<file path="src/rtl/seven_seg_scan_receiver.sv">
// Recovers the four digits shown on a multiplexed 4-digit seven-segment bus (SEG + DIG strobes).
// Build macro SEVEN_SEG_RX_DP_CAPTURE_EN: when defined, decimal points are captured into DP.
module seven_seg_scan_receiver #(
  parameter int SETTLE_CYC  = 4,
  parameter int TIMEOUT_CYC = 65535,
  parameter bit SEG_ACT_LOW = 1'b1,
  parameter bit DIG_ACT_LOW = 1'b1
) (
  input  logic       CLK,
  input  logic       RESET,
  input  logic [7:0] SEG,
  input  logic [3:0] DIG,
  output logic [3:0] CNT1,
  output logic [3:0] CNT2,
  output logic [3:0] CNT3,
  output logic [3:0] CNT4,
  output logic [3:0] DP,
  output logic       FRAME_VALID,
  output logic       ERR,
  output logic       STALE
);

  localparam int STAB_W = $clog2(SETTLE_CYC + 1);
  localparam int IDLE_W = $clog2(TIMEOUT_CYC + 1);
  localparam logic [STAB_W-1:0] STAB_MAX  = STAB_W'(SETTLE_CYC);
  localparam logic [STAB_W-1:0] STAB_LAST = STAB_W'(SETTLE_CYC - 1);
  localparam logic [IDLE_W-1:0] IDLE_MAX  = IDLE_W'(TIMEOUT_CYC);
  localparam logic [7:0] SEG_INV = {8{SEG_ACT_LOW}};
  localparam logic [3:0] DIG_INV = {4{DIG_ACT_LOW}};

  localparam logic [1:0] ST_HUNT   = 2'd0;
  localparam logic [1:0] ST_SETTLE = 2'd1;
  localparam logic [1:0] ST_HOLD   = 2'd2;

  logic [7:0]        seg_raw_reg;
  logic [3:0]        dig_raw_reg;
  logic [7:0]        seg_n;
  logic [3:0]        dig_n;
  logic [7:0]        seg_prev_reg;
  logic [3:0]        dig_prev_reg;
  logic [STAB_W-1:0] stab_cnt_reg;
  logic [STAB_W-1:0] stab_cnt_next;
  logic [1:0]        state_reg;
  logic [1:0]        state_next;
  logic              same_sample;
  logic              dig_one_hot;
  logic              stable;
  logic              capture;
  logic              dec_valid;
  logic [3:0]        dec_val;
  logic [3:0]        cap_ok;
  logic [3:0]        mask_reg;
  logic [3:0]        mask_next;
  logic              frame_full;
  logic              frame_valid_reg;
  logic              err_reg;
  logic [IDLE_W-1:0] idle_cnt_reg;
  logic [IDLE_W-1:0] idle_cnt_next;
  logic              stale_next;
  logic              stale_reg;
  logic [3:0]        cnt_q [4];
  logic [3:0]        dp_q;

  // Raw pins are registered at their idle level so a reset mid-dwell forces a full re-settle.
  always_ff @(posedge CLK) begin
    if (RESET) begin
      seg_raw_reg  <= SEG_INV;
      dig_raw_reg  <= DIG_INV;
      seg_prev_reg <= 8'h00;
      dig_prev_reg <= 4'h0;
    end else begin
      seg_raw_reg  <= SEG;
      dig_raw_reg  <= DIG;
      seg_prev_reg <= seg_n;
      dig_prev_reg <= dig_n;
    end
  end

  assign seg_n = seg_raw_reg ^ SEG_INV;
  assign dig_n = dig_raw_reg ^ DIG_INV;

  assign dig_one_hot = (dig_n != 4'h0) && ((dig_n & (dig_n - 4'h1)) == 4'h0);
  assign same_sample = (seg_n == seg_prev_reg) && (dig_n == dig_prev_reg);
  assign stable      = same_sample && dig_one_hot;

  always_comb begin
    stab_cnt_next = '0;
    if (stable) begin
      if (stab_cnt_reg == STAB_MAX) begin
        stab_cnt_next = STAB_MAX;
      end else begin
        stab_cnt_next = stab_cnt_reg + STAB_W'(1);
      end
    end
  end

  // Capture fires on the edge where the stability count reaches SETTLE_CYC, once per dwell.
  assign capture = (state_reg != ST_HOLD) && stable && (stab_cnt_reg == STAB_LAST);

  always_comb begin
    state_next = state_reg;
    case (state_reg)
      ST_HUNT: begin
        if (capture) begin
          state_next = ST_HOLD;
        end else if (dig_one_hot) begin
          state_next = ST_SETTLE;
        end
      end
      ST_SETTLE: begin
        if (capture) begin
          state_next = ST_HOLD;
        end else if (!stable) begin
          state_next = ST_HUNT;
        end
      end
      ST_HOLD: begin
        if (!same_sample) begin
          state_next = ST_HUNT;
        end
      end
      default: state_next = ST_HUNT;
    endcase
  end

  always_ff @(posedge CLK) begin
    if (RESET) begin
      state_reg    <= ST_HUNT;
      stab_cnt_reg <= '0;
    end else begin
      state_reg    <= state_next;
      stab_cnt_reg <= stab_cnt_next;
    end
  end

  // Segment decode on {a..g}; the dp bit never influences validity.
  always_comb begin
    dec_valid = 1'b1;
    dec_val   = 4'hF;
    case (seg_n[7:1])
      7'h7E:   dec_val = 4'd0;
      7'h30:   dec_val = 4'd1;
      7'h6D:   dec_val = 4'd2;
      7'h79:   dec_val = 4'd3;
      7'h33:   dec_val = 4'd4;
      7'h5B:   dec_val = 4'd5;
      7'h5F:   dec_val = 4'd6;
      7'h70:   dec_val = 4'd7;
      7'h7F:   dec_val = 4'd8;
      7'h7B:   dec_val = 4'd9;
      7'h00:   dec_val = 4'hF;
      default: dec_valid = 1'b0;
    endcase
  end

  genvar gi;
  generate
    for (gi = 0; gi < 4; gi++) begin : g_digit
      logic [3:0] cnt_reg;

      assign cap_ok[gi] = capture & dec_valid & dig_n[gi];

      always_ff @(posedge CLK) begin
        if (RESET) begin
          cnt_reg <= 4'hF;
        end else if (cap_ok[gi]) begin
          cnt_reg <= dec_val;
        end
      end

      assign cnt_q[gi] = cnt_reg;

`ifdef SEVEN_SEG_RX_DP_CAPTURE_EN
      logic dp_reg;

      always_ff @(posedge CLK) begin
        if (RESET) begin
          dp_reg <= 1'b0;
        end else if (cap_ok[gi]) begin
          dp_reg <= seg_n[0];
        end
      end

      assign dp_q[gi] = dp_reg;
`else
      assign dp_q[gi] = 1'b0;
`endif
    end
  endgenerate

  // A full mask never becomes visible: it turns into the frame pulse and clears on the same edge.
  assign mask_next  = mask_reg | cap_ok;
  assign frame_full = (|cap_ok) && (mask_next == 4'hF);

  always_ff @(posedge CLK) begin
    if (RESET) begin
      mask_reg        <= 4'h0;
      frame_valid_reg <= 1'b0;
      err_reg         <= 1'b0;
    end else begin
      mask_reg        <= frame_full ? 4'h0 : mask_next;
      frame_valid_reg <= frame_full;
      err_reg         <= err_reg | (capture & ~dec_valid);
    end
  end

  always_comb begin
    idle_cnt_next = '0;
    if (!capture) begin
      if (idle_cnt_reg == IDLE_MAX) begin
        idle_cnt_next = IDLE_MAX;
      end else begin
        idle_cnt_next = idle_cnt_reg + IDLE_W'(1);
      end
    end
  end

  assign stale_next = (idle_cnt_next == IDLE_MAX);

  always_ff @(posedge CLK) begin
    if (RESET) begin
      idle_cnt_reg <= '0;
      stale_reg    <= 1'b0;
    end else begin
      idle_cnt_reg <= idle_cnt_next;
      stale_reg    <= stale_next;
    end
  end

  assign CNT1        = cnt_q[0];
  assign CNT2        = cnt_q[1];
  assign CNT3        = cnt_q[2];
  assign CNT4        = cnt_q[3];
  assign DP          = dp_q;
  assign FRAME_VALID = frame_valid_reg;
  assign ERR         = err_reg;
  assign STALE       = stale_reg;

endmodule

</file>
<file path="config.mk">
export PLATFORM = sky130hd
export DESIGN_NAME = seven_seg_scan_receiver
export DESIGN_NICKNAME = d
export VERILOG_FILES = /design/src/rtl/seven_seg_scan_receiver.sv
export SDC_FILE = /design/constraint.sdc
export NUM_CORES = 1
export LEC_CHECK = 0
export ABC_AREA = 1
export CAP_MARGIN = 20
export CORE_MARGIN = 2
export CORE_UTILIZATION = 53
export DETAILED_ROUTE_END_ITERATION = 16
export MAX_ROUTING_LAYER = met4
export PLACE_DENSITY = 0.76
export SLEW_MARGIN = 20
export SYNTH_ARGS = -nofsm -noshare
export SYNTH_HDL_FRONTEND = slang
export SYNTH_SLANG_ARGS = --single-unit
</file>
<file path="constraint.sdc">
create_clock -name CLK -period 2.8 [get_ports CLK]
set_input_delay 0.28 -clock CLK [delete_from_list [all_inputs] [get_ports CLK]]
set_output_delay 0.28 -clock CLK [all_outputs]
set_load 0.01 [all_outputs]
</file>
## Yosys cells after proc, flatten, opt, wreduce, memory -nomap -nowiden

Index checks and enable logic that the tools add are counted.

| word-level totals | value |
|---|---|
| register bits | 68 |
| bits in latches | 0 |
| bits in writable memories | 0 |
| memory bits (read-only) | 0 |
| input bits | 14 |
| output and inout port bits | 23 |
| logic and storage cells | 82 |
| memories kept | 0 |

| operators by class | value |
|---|---|
| $add $sub $neg | 3 |
| multipliers | 0 |
| div/mod/pow operators | 0 |
| magnitude comparators | 0 |
| equal/unequal tests | 23 |
| shifts and indexed selects | 0 |
| muxes and demuxes | 11 |
| bitwise operators | 13 |
| reductions and logical operators | 16 |

Operators with widths:

| kind | number |
|---|---|
| $eq A7 B7 Y1 const B | 8 |
| $pmux W4 S10 | 1 |
| $eq A16 B16 Y1 const B | 2 |
| $mux W16 | 2 |
| $add A16 B1 Y16 const B | 1 |
| $eq A7 B6 Y1 const B | 2 |
| $reduce_or A11 Y1 | 1 |
| $mux W2 | 5 |
| $eq A8 B8 Y1 | 1 |
| $not A8 Y8 | 1 |
| $logic_not A7 Y1 | 1 |
| $and A1 B1 Y1 | 6 |
| $logic_and A1 B1 Y1 | 6 |
| $ne A3 B3 Y1 const B | 2 |
| $pmux W2 S3 | 1 |
| $and A4 B4 Y4 | 1 |
| $eq A4 B4 Y1 | 1 |
| $eq A4 B4 Y1 const B | 1 |
| $logic_not A4 Y1 | 1 |
| $ne A2 B2 Y1 const B | 2 |
| $not A4 Y4 | 1 |
| $or A4 B4 Y4 | 1 |
| $reduce_bool A4 Y1 | 1 |
| $reduce_or A2 Y1 | 2 |
| 14 further kinds | 15 |

## Depth between registers and ports, before layout

| depth | value |
|---|---|
| depth after elaboration | 14 |
| mapped depth | 15 |
| mapped depth without buffers | 14 |

## Worst setup path before layout

OpenSTA, ideal clock, no wires.

| timing path | value |
|---|---|
| kind | register -> register |
| from | register seg_raw_reg[7] |
| to | register mask_reg[0] |
| library setup time | 133 ps |
| arrival | 1576 ps |
| data required time | 2667 ps |
| path slack | 1090 ps |
| cell stages (with the launch flop) | 13 |
| buffers on the path | 1 |
| clock period less this slack | 1710 ps |
| cells stage by stage | dfxtp_1 buf_2 nor2_2 nand2_2 nor2_1 nor2_1 and2_0 nand3_2 nand3_4 nand2_2 nand2_1 nor2_4 nor3_2 |

| between the ends | value |
|---|---|
| cells in the longest elaborated chain, start to end | 12 |
| elaborated cells between the ends (all ways) | 29 |
| classes of those cells | eq/ne (12); mux (1); bitwise (7); reduce/logical (9) |

Ends and longest elaborated chain:

| what | line | source |
|---|---|---|
| start: declaration | 35 | `logic [7:0] seg_raw_reg;` |
| start signal: assignment | 67 | `seg_raw_reg <= SEG_INV;` |
| start signal: assignment | 72 | `seg_raw_reg <= SEG;` |
| $not A8 Y8 (no source line) * | - |  |
| branches (longest 5 deep; another with $reduce_or A11 Y1) | - |  |
| $and A1 B1 Y1 * | 161 | `assign cap_ok[gi] = capture & dec_valid & dig_n[gi];` |
| $and A1 B1 Y1 | 161 |  |
| $or A4 B4 Y4 | 192 | `assign mask_next = mask_reg \| cap_ok;` |
| $eq A4 B4 Y1 | 193 | `assign frame_full = (\|cap_ok) && (mask_next == 4'hF);` |
| $logic_and A1 B1 Y1 | 193 |  |
| $reduce_or A2 Y1 (no source line) | - |  |
| end signal: assignment | 201 | `mask_reg <= frame_full ? 4'h0 : mask_next;` |
| end: declaration | 52 | `logic [3:0] mask_reg;` |

Every way passes the cells marked *.
A chain may end at the register's enable or synchronous reset.

## Worst setup path after layout

| timing path | value |
|---|---|
| from | register seg_raw_reg[7] |
| to | register frame_valid_reg, in the netlist FRAME_VALID |

| between the ends | value |
|---|---|
| cells in the longest elaborated chain, start to end | 11 |
| elaborated cells between the ends (all ways) | 28 |
| classes of those cells | eq/ne (12); mux (1); bitwise (7); reduce/logical (8) |

Ends and longest elaborated chain:

| what | line | source |
|---|---|---|
| $not A8 Y8 (no source line) * | - |  |
| branches (longest 5 deep; another with $reduce_or A11 Y1) | - |  |
| $and A1 B1 Y1 * | 161 |  |
| $and A1 B1 Y1 | 161 |  |
| $or A4 B4 Y4 | 192 |  |
| $eq A4 B4 Y1 | 193 |  |
| $logic_and A1 B1 Y1 * | 193 |  |
| end signal: assignment | 202 | `frame_valid_reg <= frame_full;` |
| end: declaration | 55 | `logic frame_valid_reg;` |

Marks and branches as above.

==> impl_metrics.json <==
{
  "status": "completed",
  "die_y_um": 84.28,
  "postSynthCellCount": 504,
  "drv_slew": 0,
  "period_needed_ns": 1.959,
  "holdWs_ns": 0.4568,
  "peakVddDrop_v": 0.0003193,
  "clk_path_buf_depth": 2,
  "worst-setup-path-type": "reg -> reg",
  "setup_tns_ns": 0,
  "placed_area_um2": 3792,
  "antenna_cells": 0,
  "postCtsHoldBufs": 0,
  "io_buffers": 32,
  "drtIter0Drc": 131,
  "syn_area_per_cell_um2": 6.777,
  "ys_seq_area_share_pct": 39.85,
  "ys_warn_count": 0,
  "rows": 29,
  "clk_latency_ns": 0.34,
  "clock.fmax_mhz": 510.4,
  "ant_nets": 0,
  "cts_setup_buffers": 0,
  "root_buffer": "clkbuf_8",
  "arrival_ns": 2.23,
  "grt_max_degree": 33,
  "post-synth-top-area-fraction_pct": 39.85,
  "syn_to_final_growth_pct": 18.32,
  "place_ws_ns": 0.8514,
  "cts-buffers-inserted": 9,
  "crit_required_ns": 3.08,
  "drv_cap": 0,
  "clkSinkCount": 68,
  "h-tree-depth": 3,
  "hp-class": "reg -> reg",
  "vias": 3097,
  "coreArea_um2": 6277,
  "synth_top_area_cell": "dfxtp_1",
  "finalHoldViolations": 0,
  "gp_congestion": 0.9721,
  "cts_tree": "built",
  "period_share_pct": 69.97,
  "final_nets": 558,
  "routed_wl_um": 7110,
  "path_cells": "nor2_1, nor2_1, nand2_1, nor2_2, nand4_2, nor2_4, nand2_4, nand2_1, nand2_1, nor2_1, nand2_1, nor2_1",
  "io_pins": 37,
  "die_area_um2": 7103,
  "grt_pass1_wl_um": 12610,
  "layout_setup_ws_ns": 0.8409,
  "grt_antenna_before_repair": 0,
  "critPathMaxFanout": 8,
  "largest_register_ffs": 16,
  "p_leak_uw": 0.001996,
  "grt.total_usage_pct": 22.28,
  "drive_gt1_share_pct": 12.48,
  "crit_path_start_kind": "flip-flop",
  "dpl.hpwl_um": 5386,
  "synth_area_um2": 3416,
  "max_stage_delay_ns": 0.49,
  "die_x_um": 84.28,
  "max-slew-margin-rel_pct": 55.15,
  "power_density_nw_per_um2": 532.9,
  "grt.overflow.total": 0,
  "clk_pin_slew_ns": 0.07,
  "drc": 0,
  "start_util_pct": 54.41,
  "cp-end-kind": "flip-flop",
  "cts_resized": 0,
  "fin_area_um2": 4041,
  "worstMarginPinSlew_ns": 0.6720,
  "clock_skew_ns": 0.006069,
  "rsz0062_at_grt": "false",
  "cp_slowest_cell": "dfxtp_1",
  "synthTopCellsByArea": "dfxtp_1 (40%), nand2_1 (16%), nor2_1 (8.1%)",
  "first_pass_iters": 4,
  "viasPerCell": 4.979,
  "routedWlPerCell_um": 11.43,
  "grt_pass1_vias": 2997,
  "synth_seq_cells": 68,
  "finalSetupViolCount": 0,
  "yosysUniqueCellTypes": 39
}
-- critical path: cells and delay by family, from the launching register on --
kind	cells	cell delay, ns
AND/OR/NAND/NOR	12	1.40
flip-flops	1	0.49
-- cells by family after synthesis --
group	count (synthesis)	synth area share, %
AO/OA/AOI/OAI	28	5.202
flip-flops	68	39.85
XOR/XNOR	6	1.538
buffers and inverters	86	9.963
other	1	0.1098
AND/OR/NAND/NOR	311	41.87
adder cells (fa/ha/maj)	4	1.465
-- path summary, 6_finish.rpt --
path / from / end / slack [ns] / depth (start not counted)
hold / removal: stab_cnt_reg[0] / stab_cnt_reg[0] / 0.46 / 1
hold reg to reg: stab_cnt_reg[0] / stab_cnt_reg[0] / 0.46 / 1
setup reg to reg: seg_raw_reg[7] / FRAME_VALID / 0.84 / 12
setup / recovery: seg_raw_reg[7] / FRAME_VALID / 0.84 / 12
-- cells in the mapped netlist --
| master | number |
|---|---|
| o2111ai_1 | 1 |
| nor2_2 | 6 |
| a21boi_2 | 1 |
| buf_2 | 2 |
| nand4_2 | 2 |
| nand2_2 | 7 |
| and2_0 | 1 |
| o221ai_1 | 1 |
| nand3_1 | 27 |
| buf_1 | 1 |
| ha_1 | 4 |
| nor2_4 | 3 |
| nor3_1 | 5 |
| dfxtp_1 | 68 |
| o31ai_1 | 2 |
| nor2_1 | 74 |
| conb_1 | 1 |
| nor4_1 | 2 |
| o21a_1 | 1 |
| nand2_1 | 150 |
| xnor2_1 | 1 |
| inv_1 | 65 |
| o21ai_0 | 4 |
| nor3_2 | 4 |
| and3_1 | 1 |
| or2_2 | 13 |
| nand3b_1 | 2 |
| clkinv_1 | 1 |
| nand2_4 | 2 |
| inv_2 | 9 |
| xor2_1 | 5 |
| nand4_1 | 8 |
| buf_4 | 4 |
| nand3_2 | 2 |
| a21oi_1 | 10 |
| nand3_4 | 2 |
| a31oi_1 | 3 |
| o211ai_1 | 5 |
| clkbuf_1 | 4 |
-- where the power goes --
part | switching (µW) | internal (µW) | leakage (µW)
sequential | 24.2 | 988 | 0.000555
combinational | 90.9 | 60.7 | 0.00132
clock | 374 | 616 | 0.000122
-- per-stage QoR --
step / power (µW) / utilization, % / std cells
after floorplan: 1144 / - / 507
after global placement: 1181 / 60.41 / 606
after detailed placement: 1185 / 60.41 / 606
after CTS: 2173 / 64.38 / 622
after global routing: 2234 / 64.38 / 622
final: 2154 / 64.38 / 622
-- cell usage in the layout (no fill, tap or decap), types with 2 or more instances in the layout --
| master | Yosys | final |
|---|---|---|
| nor3_2 | 4 | 4 |
| nor2_4 | 3 | 3 |
| a31oi_1 | 3 | 3 |
| o31ai_1 | 2 | 2 |
| nor3_1 | 5 | 5 |
| nand4_2 | 2 | 2 |
| nand2_1 | 150 | 150 |
| nand4_1 | 8 | 8 |
| o211ai_1 | 5 | 5 |
| nand3_2 | 2 | 2 |
| xor2_1 | 5 | 5 |
| a21oi_1 | 10 | 10 |
| conb_1 | 1 | 4 |
| nand3_4 | 2 | 2 |
| clkbuf_8 | 0 | 10 |
| clkdlybuf4s50_1 | 0 | 32 |
| dfxtp_1 | 68 | 68 |
| nand2_4 | 2 | 2 |
| nor2_1 | 74 | 74 |
| nor4_1 | 2 | 2 |
| inv_1 | 65 | 65 |
| inv_2 | 9 | 9 |
| nand3b_1 | 2 | 2 |
| bufinv_16 | 0 | 3 |
| or2_2 | 13 | 13 |
| o21ai_0 | 4 | 4 |
| nand3_1 | 27 | 27 |
| nand2_2 | 7 | 7 |
| nor2_2 | 6 | 6 |
| ha_1 | 4 | 4 |
-- layout make-up --
class,count,area (µm²)
fillers,559,2236
clock buffers,10,137.6
inverters,75,281.5
multi-input cells,353,1725
repair buffers,33,327.8
clock inverters,6,111.4
well taps,77,96.34
flip-flops and latches,68,1361
-- per-layer routing --
layer / track usage (%) / vias to the layer above / share of wire [%]
met4: 11.00 / 0 / 2.5
met1: 25.55 / 1393 / 45
li1: - / 1626 / -
met3: 4.031 / 20 / 2.9
met2: 37.37 / 58 / 49
met5: - / - / 0
Note: power is estimated with default switching activity, not from simulation.
